==> src/rtl/angle_frame_rx_pkg.sv <==
// Shared definitions for the angle frame receiver: state encodings, checksum seed, reserved-bit mask.
// ANGLE_FRAME_CHECKSUM_EN selects the 3-byte checksummed frame format.
package angle_frame_rx_pkg;

  localparam logic [2:0] ST_IDLE    = 3'b000;
  localparam logic [2:0] ST_WAIT_LO = 3'b001;
  localparam logic [2:0] ST_WAIT_HI = 3'b010;
  localparam logic [2:0] ST_WAIT_CK = 3'b011;

  localparam logic [7:0]  CK_SEED       = 8'h5A;
  localparam logic [15:0] RESERVED_MASK = 16'hF000;

  function automatic logic [7:0] frame_checksum(input logic [7:0] b0, input logic [7:0] b1);
    return b0 ^ b1 ^ CK_SEED;
  endfunction

endpackage

==> src/rtl/angle_frame_rx_edge_sync.sv <==
// Two-flop synchronizer with a rising-edge pulse output; shared by GPIO-style async inputs.
module edge_sync (
  input  logic clk,
  input  logic reset,
  input  logic i_async,
  output logic o_rise
);

  logic r_sync1;
  logic r_sync2;
  logic r_prev;

  // NOTE: clocked state uses non-blocking assignments so every flop samples pre-edge values.
  always_ff @(posedge clk) begin
    if (!reset) begin
      r_sync1 <= 1'b0;
      r_sync2 <= 1'b0;
      r_prev  <= 1'b0;
    end else begin
      r_sync1 <= i_async;
      r_sync2 <= r_sync1;
      r_prev  <= r_sync2;
    end
  end

  assign o_rise = r_sync2 & ~r_prev;

endmodule

==> src/rtl/angle_frame_rx.sv <==
// UART command framer: assembles, validates and atomically commits a 12-bit angle after each shoot edge.
// Define ANGLE_FRAME_CHECKSUM_EN for the 3-byte frame with an XOR checksum byte.
module angle_frame_rx
  import angle_frame_rx_pkg::*;
#(
  parameter int TIMEOUT_CYCLES = 24000,
  parameter int ANGLE_MAX      = 3599
) (
  input  logic        clk,
  input  logic        reset,
  input  logic [7:0]  rx_data,
  input  logic        rx_done,
  input  logic        parity_error,
  input  logic        shoot,
  output logic [11:0] angle,
  output logic        angle_valid,
  output logic        angle_update,
  output logic        frame_error,
  output logic [7:0]  err_count,
  output logic [2:0]  state_dbg
);

  localparam int TW = $clog2(TIMEOUT_CYCLES + 1);
  localparam logic [TW-1:0] TIMEOUT_LAST = TW'(TIMEOUT_CYCLES - 1);
  localparam logic [11:0]   ANGLE_MAX_L  = 12'(ANGLE_MAX);

  logic [2:0]    r_state;
  logic [TW-1:0] r_timer;
  logic [7:0]    r_stage_lo;
  logic [11:0]   r_angle;
  logic          r_angle_valid;
  logic          r_angle_update;
  logic          r_frame_error;
  logic [7:0]    r_err_count;

  logic          w_shoot_rise;
  logic          w_in_wait;
  logic [15:0]   w_word;
  logic          w_word_bad;
  logic [2:0]    w_next_state;
  logic          w_reject;
  logic          w_commit;
  logic          w_timer_clr;
  logic          w_store_lo;
  logic [11:0]   w_commit_angle;

  edge_sync u_shoot_sync (
    .clk     (clk),
    .reset   (reset),
    .i_async (shoot),
    .o_rise  (w_shoot_rise)
  );

  assign w_in_wait  = (r_state == ST_WAIT_LO) || (r_state == ST_WAIT_HI) || (r_state == ST_WAIT_CK);
  assign w_word     = {rx_data, r_stage_lo};
  assign w_word_bad = ((w_word & RESERVED_MASK) != 16'h0000) || (w_word[11:0] > ANGLE_MAX_L);

`ifdef ANGLE_FRAME_CHECKSUM_EN
  logic [7:0] r_stage_hi;
  logic       w_store_hi;

  assign w_store_hi = (r_state == ST_WAIT_HI) && (w_next_state == ST_WAIT_CK);

  always_ff @(posedge clk) begin
    if (!reset)          r_stage_hi <= 8'h00;
    else if (w_store_hi) r_stage_hi <= rx_data;
  end
`endif

  // NOTE: every always_comb output gets a default first so no path can infer a latch.
  always_comb begin
    w_next_state   = r_state;
    w_reject       = 1'b0;
    w_commit       = 1'b0;
    w_timer_clr    = 1'b0;
    w_store_lo     = 1'b0;
    w_commit_angle = w_word[11:0];
    if (r_state == ST_IDLE) begin
      if (w_shoot_rise) begin
        w_next_state = ST_WAIT_LO;
        w_timer_clr  = 1'b1;
      end
    end else if (!w_in_wait) begin
      w_next_state = ST_IDLE;
    end else if (w_shoot_rise) begin
      // A re-arm abandons the partial frame and drops any byte landing in the same cycle.
      w_reject     = 1'b1;
      w_next_state = ST_WAIT_LO;
      w_timer_clr  = 1'b1;
    end else if (rx_done) begin
      w_timer_clr = 1'b1;
      case (r_state)
        ST_WAIT_LO: begin
          if (parity_error) begin
            w_reject     = 1'b1;
            w_next_state = ST_IDLE;
          end else begin
            w_store_lo   = 1'b1;
            w_next_state = ST_WAIT_HI;
          end
        end
        ST_WAIT_HI: begin
          if (parity_error || w_word_bad) begin
            w_reject     = 1'b1;
            w_next_state = ST_IDLE;
          end else begin
`ifdef ANGLE_FRAME_CHECKSUM_EN
            w_next_state = ST_WAIT_CK;
`else
            w_commit     = 1'b1;
            w_next_state = ST_IDLE;
`endif
          end
        end
        default: begin
          w_next_state = ST_IDLE;
`ifdef ANGLE_FRAME_CHECKSUM_EN
          w_commit_angle = {r_stage_hi[3:0], r_stage_lo};
          if (parity_error || (rx_data != frame_checksum(r_stage_lo, r_stage_hi))) begin
            w_reject = 1'b1;
          end else begin
            w_commit = 1'b1;
          end
`else
          w_reject = 1'b1;
`endif
        end
      endcase
    end else if (r_timer == TIMEOUT_LAST) begin
      w_reject     = 1'b1;
      w_next_state = ST_IDLE;
    end
  end

  always_ff @(posedge clk) begin
    if (!reset) begin
      r_state        <= ST_IDLE;
      r_timer        <= '0;
      r_stage_lo     <= 8'h00;
      r_angle        <= 12'h000;
      r_angle_valid  <= 1'b0;
      r_angle_update <= 1'b0;
      r_frame_error  <= 1'b0;
      r_err_count    <= 8'h00;
    end else begin
      r_state        <= w_next_state;
      r_timer        <= (w_timer_clr || (w_next_state == ST_IDLE)) ? '0 : r_timer + 1'b1;
      r_angle_update <= w_commit;
      r_frame_error  <= w_reject;
      if (w_store_lo) r_stage_lo <= rx_data;
      if (w_commit) begin
        r_angle       <= w_commit_angle;
        r_angle_valid <= 1'b1;
      end
      if (w_reject && (r_err_count != 8'hFF)) r_err_count <= r_err_count + 1'b1;
    end
  end

  assign angle        = r_angle;
  assign angle_valid  = r_angle_valid;
  assign angle_update = r_angle_update;
  assign frame_error  = r_frame_error;
  assign err_count    = r_err_count;
  assign state_dbg    = r_state;

endmodule

==> config.mk <==
export PLATFORM = sky130hd
export DESIGN_NAME = angle_frame_rx
export DESIGN_NICKNAME = d
export VERILOG_FILES = /design/src/rtl/angle_frame_rx_pkg.sv /design/src/rtl/angle_frame_rx_edge_sync.sv /design/src/rtl/angle_frame_rx.sv
export SDC_FILE = /design/constraint.sdc
export NUM_CORES = 1
export LEC_CHECK = 0
export CAP_MARGIN = 20
export CORE_MARGIN = 4
export CORE_UTILIZATION = 41
export DETAILED_ROUTE_END_ITERATION = 6
export PLACE_DENSITY = 0.63
export SKIP_CTS_REPAIR_TIMING = 1
export SLEW_MARGIN = 0
export SYNTH_ARGS = -nofsm -noshare
export SYNTH_HDL_FRONTEND = slang
export SYNTH_HIERARCHICAL = 1
export SYNTH_SLANG_ARGS = --single-unit
export TNS_END_PERCENT = 50
==> constraint.sdc <==
create_clock -name clk -period 2.1 [get_ports clk]
set_input_delay 0.525 -clock clk [delete_from_list [all_inputs] [get_ports clk]]
set_output_delay 0.525 -clock clk [all_outputs]
set_load 0.02 [all_outputs]
==> results of run 1 <==
[synth_stat cells (2+ instances only)]
library cell  number  area [sq um]
xor2_1             8          70.1
and2_1             4          25.0
nor2_1            21          78.8
nand2b_1           7          43.8
buf_6              3          33.8
inv_1              5          18.8
nand3_1           23           115
or3_1              5          31.3
nor4_1             2          12.5
nand4_1            2          12.5
xnor2_1            6          52.6
nor3_1             5          25.0
nand2_1           28           105
nor2b_1            8          50.1
a21boi_1           9          67.6
or4_4              2          22.5
ha_1               2          25.0
clkbuf_1           5          18.8
and3_1             4          25.0
a21boi_0           5          37.5
mux2i_1           14           140
dfxtp_1           52          1040
o21ai_0            3          15.0
[path summary, 6_finish.rpt]
check / startpoint / to / slack [ns] / cells past startpoint
worst max register to register: r_timer[0] / err_count[5] / 0.15 / 7
worst max-delay path: rx_data[3] / err_count[5] / 0.10 / 7
worst min-delay path: u_shoot_sync/r_sync1 / u_shoot_sync/r_sync2 / 0.44 / 1
worst min register to register: u_shoot_sync/r_sync1 / u_shoot_sync/r_sync2 / 0.44 / 1
[registers in the layout, summed over array words and instances (netlist names)]
register,cells
u_shoot_sync/r_sync1,1
u_shoot_sync/r_sync2,1
frame_error,1
angle_update,1
err_count,8
angle,12
state_dbg,3
u_shoot_sync/r_prev,1
r_stage_lo,8
angle_valid,1
r_timer,15
[area by class of cell]
cell class / count / area [sq um] / share of cell area
flip-flops and latches: 52 / 1040 / 0.331
repair buffers: 59 / 559 / 0.177
clock inverters: 1 / 5.00 / 0.00159
multi-input cells: 182 / 1370 / 0.434
inverters: 5 / 18.8 / 0.00595
clock buffers: 6 / 72.6 / 0.0230
well taps: 70 / 87.6 / 0.0278
[kinds of logic after synthesis]
family | synth area share
AND/OR/NAND/NOR | 0.279
flip-flops | 0.453
AO/OA/AOI/OAI | 0.108
XOR/XNOR | 0.0533
multiplexers | 0.0610
buffers and inverters | 0.0332
adder cells (fa/ha/maj) | 0.0109
other | 0.00163
[metrics by stage]
step           setup slack [ns]  utilization  power (W)  cells
4_1_cts                  -0.199        0.553    0.00165    368
3_3_place_gp             -0.481        0.538    0.00112    361
6_report                  0.103        0.598    0.00164    375
2_1_floorplan            0.0662            -    0.00106    245
5_1_grt                 0.00168        0.598    0.00171    375
3_5_place_dp             -0.520        0.538    0.00112    361
[worst max-delay path, delay by kind of cell]
kind	cells	cell delay [ns]
multiplexers	1	0.20
buffers and inverters	2	0.67
AO/OA/AOI/OAI	2	0.27
AND/OR/NAND/NOR	2	0.57
[where the power goes]
part	internal [W]	total, W	switching (W)
registers	0.000990	0.000996	0.00000641
logic	0.0000623	0.000115	0.0000529
clock network	0.000227	0.000531	0.000304
total	0.00128	0.00164	0.000363
[metal layers]
layer	global-route usage	part of all wire
met4	0.0490	0.013
met2	0.246	0.50
met1	0.159	0.45
met3	0.0347	0.038
met5	0	0
==> summary by stage, run 1 <==
Outcome
The run finished with clean final reports.

Clock tree
Clock latency on the worst-skew pair, taken at its later pin, is 0.30 ns. In this run, CTS created clock tree buffers numbering 5. TritonCTS built the clock tree. Clock tree synthesis selected as its root buffer the cell clkbuf_8. After clock tree synthesis, the clock-pin slew on the worst setup and hold paths is 0.09 ns. The maximum clock insertion buffer count is 2.

The H-tree depth is 2. The sink count of the clock tree is 52.

STA
The worst hold slack is 0.436 ns. The final-report setup violation count is 0. In the final timing run, aggregate negative setup slack is 0 ns.

The smallest clock period supported by the final layout is computed as 2.00 ns. The final number of max-transition violations is 0. Setup repair after global routing left no endpoint under its margin. On the final layout, the worst clock skew is 0.00828 ns. Static timing analysis puts the maximum clock frequency at 501 MHz. The worst max-slew margin expressed relative to the limit is 0.618. Of the available clock period, the critical path in the final layout requires 0.951.

The number of hold-slack violations in the final timing report was 0. At the pin with the least slew margin, the transition time is 0.569 ns.

Worst setup path
The worst setup path is launched from a primary input. The signal on the critical path passes through clkdlybuf4s50_1, and3_1, o211ai_1, buf_4, o2bb2ai_4, nor4_2, mux2i_1. Data on the critical path is required at its endpoint by 2.34 ns. The slowest stage of the critical path belongs to the cell clkdlybuf4s50_1. The worst-path maximum fanout is 5.

The kind of end point of the critical path is a register. The setup path with the least slack is of type in2reg. The longest individual stage delay on the worst path is 0.50 ns. Data arrives at the worst endpoint at 2.23 ns.

Floorplan
The starting density of the core is 0.436. In this run the vertical extent of the chip is 82.9 um. In this run the horizontal extent of the chip is 82.9 um. The floorplan step defined a die boundary enclosing 0.00687 sq mm. The total number of placement rows is 26. For this design the top-level I/O count stands at 39. The area of the placeable core is 0.00527 sq mm.

GRT
The initial antenna violation count is 0. The first global-routing pass estimated 8030 um of wire. The total overflow left after global routing is 0. Entering global routing, the biggest net connects 26 pins.

In the global route stage, overall resource usage came out at 0.138. The via count of the first global-routing pass is 1,821.

Routing
The average via count per standard cell is 5.11. The detailed router finished its first iteration with 80 violations. In the routed design, unresolved DRC markers number 0. The final wirelength is 5080 um. Once detail routing completed, the nets flagged for antenna violations numbered 0. The first TritonRoute pass finished after 4 iterations.

The average wire per standard cell is 13.6 um. The routed layout has 1,915 vias.

Synth
Counting every instance in the synthesized netlist gives 245. The synthesized design contains 0 enable-type register cells. The number of nets in the synthesized netlist is 260. The synthesized flop and latch total is 52.

The count of unique library cells instantiated by Yosys is 45. A synthesized cell averages 9.38 sq um. For this run, asynchronously set or reset flops after synthesis account for 0. The cell area that synthesis handed to floorplanning was 0.00230 sq mm.

The dominant register cell in the synthesized netlist is dfxtp_1. Of the synthesized area, sequential elements account for 0.453. The synthesis warning total is 6.

Placement
The sum of net half-perimeters after detailed placement is 3420 um. The weighted congestion reported at the end of routability-driven placement is 0.768. Once placement finished, the instance area stood at 0.00284 sq mm. In this run the tool buffered the top-level ports with 38 buffer cells.

Final layout
The synthesis-to-finish area growth is 37.1%. The number of nets in the final layout is 320. The repair_antennas step left the layout with diodes totalling 0.

Leaving out fill and tap cells, the most frequent cells in the layout are dfxtp_1, clkdlybuf4s50_1, nand2_1. After routing the design area is 0.00315 sq mm. The share of layout cells above drive strength 1 is 0.187. The most frequent standard cell in the layout excluding fill and tap cells is dfxtp_1. The filler cells instantiated in the layout total 479.

Power
Power spread over the standard cell area amounts to 521 mW/mm^2. The analysis attributes to cell leakage a power of 1.17 nW. VDD sags by at most 401 uV.

Worst hold path
In this run the worst hold path is classified as reg2reg.

Run
The number of max-cap violations is 0.
(Power assumes the default switching activity.)
==> run 2, diff against run 1 <==
- PLACE_DENSITY: 0.63 -> 0.77
==> summary by stage, run 2 (synthesized netlist as in run 1, its figures left out) <==
STA
Final hold analysis gives a worst-case slack of 0.439 ns. The clock arrives with 0.00622 ns of skew. The transition time at the pin with the least slew margin is 0.615 ns. The number of hold-slack violations in the final timing report came to 0. The final-report setup violation count is 0. The maximum clock frequency is 491 MHz.

The final critical path time including I/O delays and setup is 2.04 ns. Measured against its own limit, the worst slew margin works out to 0.587. The final number of max-transition violations is 0. The ratio of final minimum period to clock period is 0.969.

Floorplan
Measured along the x axis, the die boundary spans 82.9 um. The initialized floorplan defines 26 standard-cell rows. In this run the standard cell core region covers 0.00527 sq mm.

The die footprint is 0.00687 sq mm. For this configuration, the core starts out at a cell density of 0.436. The count of pins on the block boundary is 39. Measured along the y axis, the die boundary spans 82.9 um.

Placement
At the end of routability-driven placement, the weighted congestion stood at 0.788. After detailed placement, the design holds a cell count of 358. The sum of net half-perimeters after detailed placement is 3340 um. The count of buffers added on input and output ports is 38.

Routing
Dividing the detail-routed via count by the number of cells gives 5.07. The detailed router finished its first iteration with 92 violations. The average wire per standard cell is 13.4 um. The number of remaining DRC errors is 0. The first detailed-routing pass took 4 iterations. After detailed routing, the total wire length is 5000 um. The antenna violation net count after detailed routing is 0.

Detailed routing inserted a total of 1,885 vias.

GRT
The remaining global-route overflow is 0. Entering global routing, the biggest net connects 29 pins. The via count of the first global-routing pass was 1,786. The first global-routing pass estimated 7850 um of wire.

The initial antenna violation count is 0. Across every metal layer, demand over resource in global routing totals 0.135.

Worst setup path
In this design, the largest share of critical-path delay is due to buffers and inverters. Traced cell by cell, the critical path runs through clkdlybuf4s50_1. The slowest stage of the critical path belongs to the cell clkdlybuf4s50_1.

The element type at the critical path start is a register. In this run the critical register-to-register path is captured at r_timer[13]. For the worst setup path, the data required time is 1.57 ns. The critical path is of the reg2out type. For the worst flop-to-flop path, the logic depth is 7. The startpoint identified for the worst register-to-register timing path is r_timer[0]. Data on the critical path arrives at its endpoint at 1.51 ns. The end point of the critical path is state_dbg[2]. In this run the worst path has a maximum fanout of 9. The largest single stage delay on the critical path is 0.68 ns. Together, buffers and inverters on the worst path number 1. STA classifies the critical path endpoint as an output pin.

The logic depth of the worst path, buffers included is 1. The launching instance or port of the critical path is state_dbg[2]. The register-to-register path setup slack is 0.19 ns.

Clock tree
The root buffer selected by CTS is clkbuf_8. Counting every sink on the clock net gives 52. The clock tree synthesis step divided the H-tree into 2 levels. The number of clock buffers added by TritonCTS is 5. For the worst-skew pair, the clock arrives at the later sink with an insertion delay of 0.30 ns. The TritonCTS clock tree is yes. The CTS clock-pin slew for the worst setup and hold paths is 0.08 ns. The maximum clock insertion buffer count is 2.

Run
The number of max-cap violations is 0.

Power
The completed layout was analyzed and its total power is 0.00177 W. The net switching power is 0.000365 W. The share of power burned in the clock network is 0.376. Of the total power, registers draw 0.563. The internal portion of the total power is 0.00140 W. Of the total power, the share spent switching nets is 0.207.

The static leakage is 1.13 nW. The maximum VDD drop is 350 uV. The ratio of total power to cell area is 571 mW/mm^2.

The proportion of power drawn by combinational gates is 0.061.

Final layout
The utilization of the core after routing is 0.587. Relative to the synthesized area, the layout overhead comes to 34.6%. Once layout is complete, the cells apart from fillers number 372. The most frequent standard cell in the layout excluding fill and tap cells is dfxtp_1. Fill cells in the final layout number 478. Registers take 0.00104 sq mm. The number of flip-flops under the largest register name is 15.

The largest register by flop count is r_timer. Summing all multi-input logic gate instances after layout gives 0.00131 sq mm. Of the cells placed in the final design, the portion with a size suffix greater than 1 is 0.162. 0 antenna diodes ended up in the layout.

The library cells used most frequently in the layout, excluding fill and tap cells, are dfxtp_1, clkdlybuf4s50_1, nand2_1. In the final design database the tool counted 316 nets.

Worst hold path
The tightest min-delay check is of the reg2reg type. Counting instances, the worst hold path has a depth of 1. The startpoint identified for the worst hold timing path is u_shoot_sync/r_sync1.

Outcome
The flow ran to the end, and the final reports show no timing, DRC or antenna violations.
## run 2: power by group through the flow
| stage | Combinational [W] | Sequential [W] | Clock [W] |
|---|---|---|---|
| floorplan | 0.0000416 | 0.00102 | 0 |
| global placement | 0.0000935 | 0.00102 | 0 |
| detailed placement | 0.0000942 | 0.00102 | 0 |
| CTS | 0.0000946 | 0.000995 | 0.000686 |
| global route | 0.000116 | 0.000996 | 0.000728 |
| finish | 0.000108 | 0.000995 | 0.000664 |
## run 2: layer usage
metal | vias up | wire length, um | GRT usage
met5 | - | 0 | 0
met4 | 0 | 45 | 0.0416
met3 | 4 | 200 | 0.0505
met2 | 28 | 2530 | 0.235
met1 | 890 | 2220 | 0.152
li1 | 963 | - | -
## run 2: final cells by class
type / instances / share of cell area
clock buffers: 6 / 0.0235
repair buffers: 55 / 0.171
well taps: 70 / 0.0283
multi-input cells: 182 / 0.423
clock inverters: 2 / 0.0113
inverters: 5 / 0.00607
flip-flops and latches: 52 / 0.337
## run 2: worst min-delay path by stage
stage,end,slack (ns)
finish,u_shoot_sync/r_sync2,0.44
global route,u_shoot_sync/r_sync2,0.46
CTS,u_shoot_sync/r_sync2,0.45
detailed placement,u_shoot_sync/r_sync2,0.42
global placement,u_shoot_sync/r_sync2,0.41
floorplan,u_shoot_sync/r_sync2,0.41
## run 2: stage by stage
step | TNS [ns] | area (sq um) | setup slack [ns]
global placement | -16.78 | 2810 | -0.496
finish | 0 | 3090 | 0.0642
floorplan | 0 | 2300 | 0.0662
global route | -0.00428 | 3090 | -0.00428
detailed placement | -17.48 | 2810 | -0.549
CTS | -3.26 | 2920 | -0.222
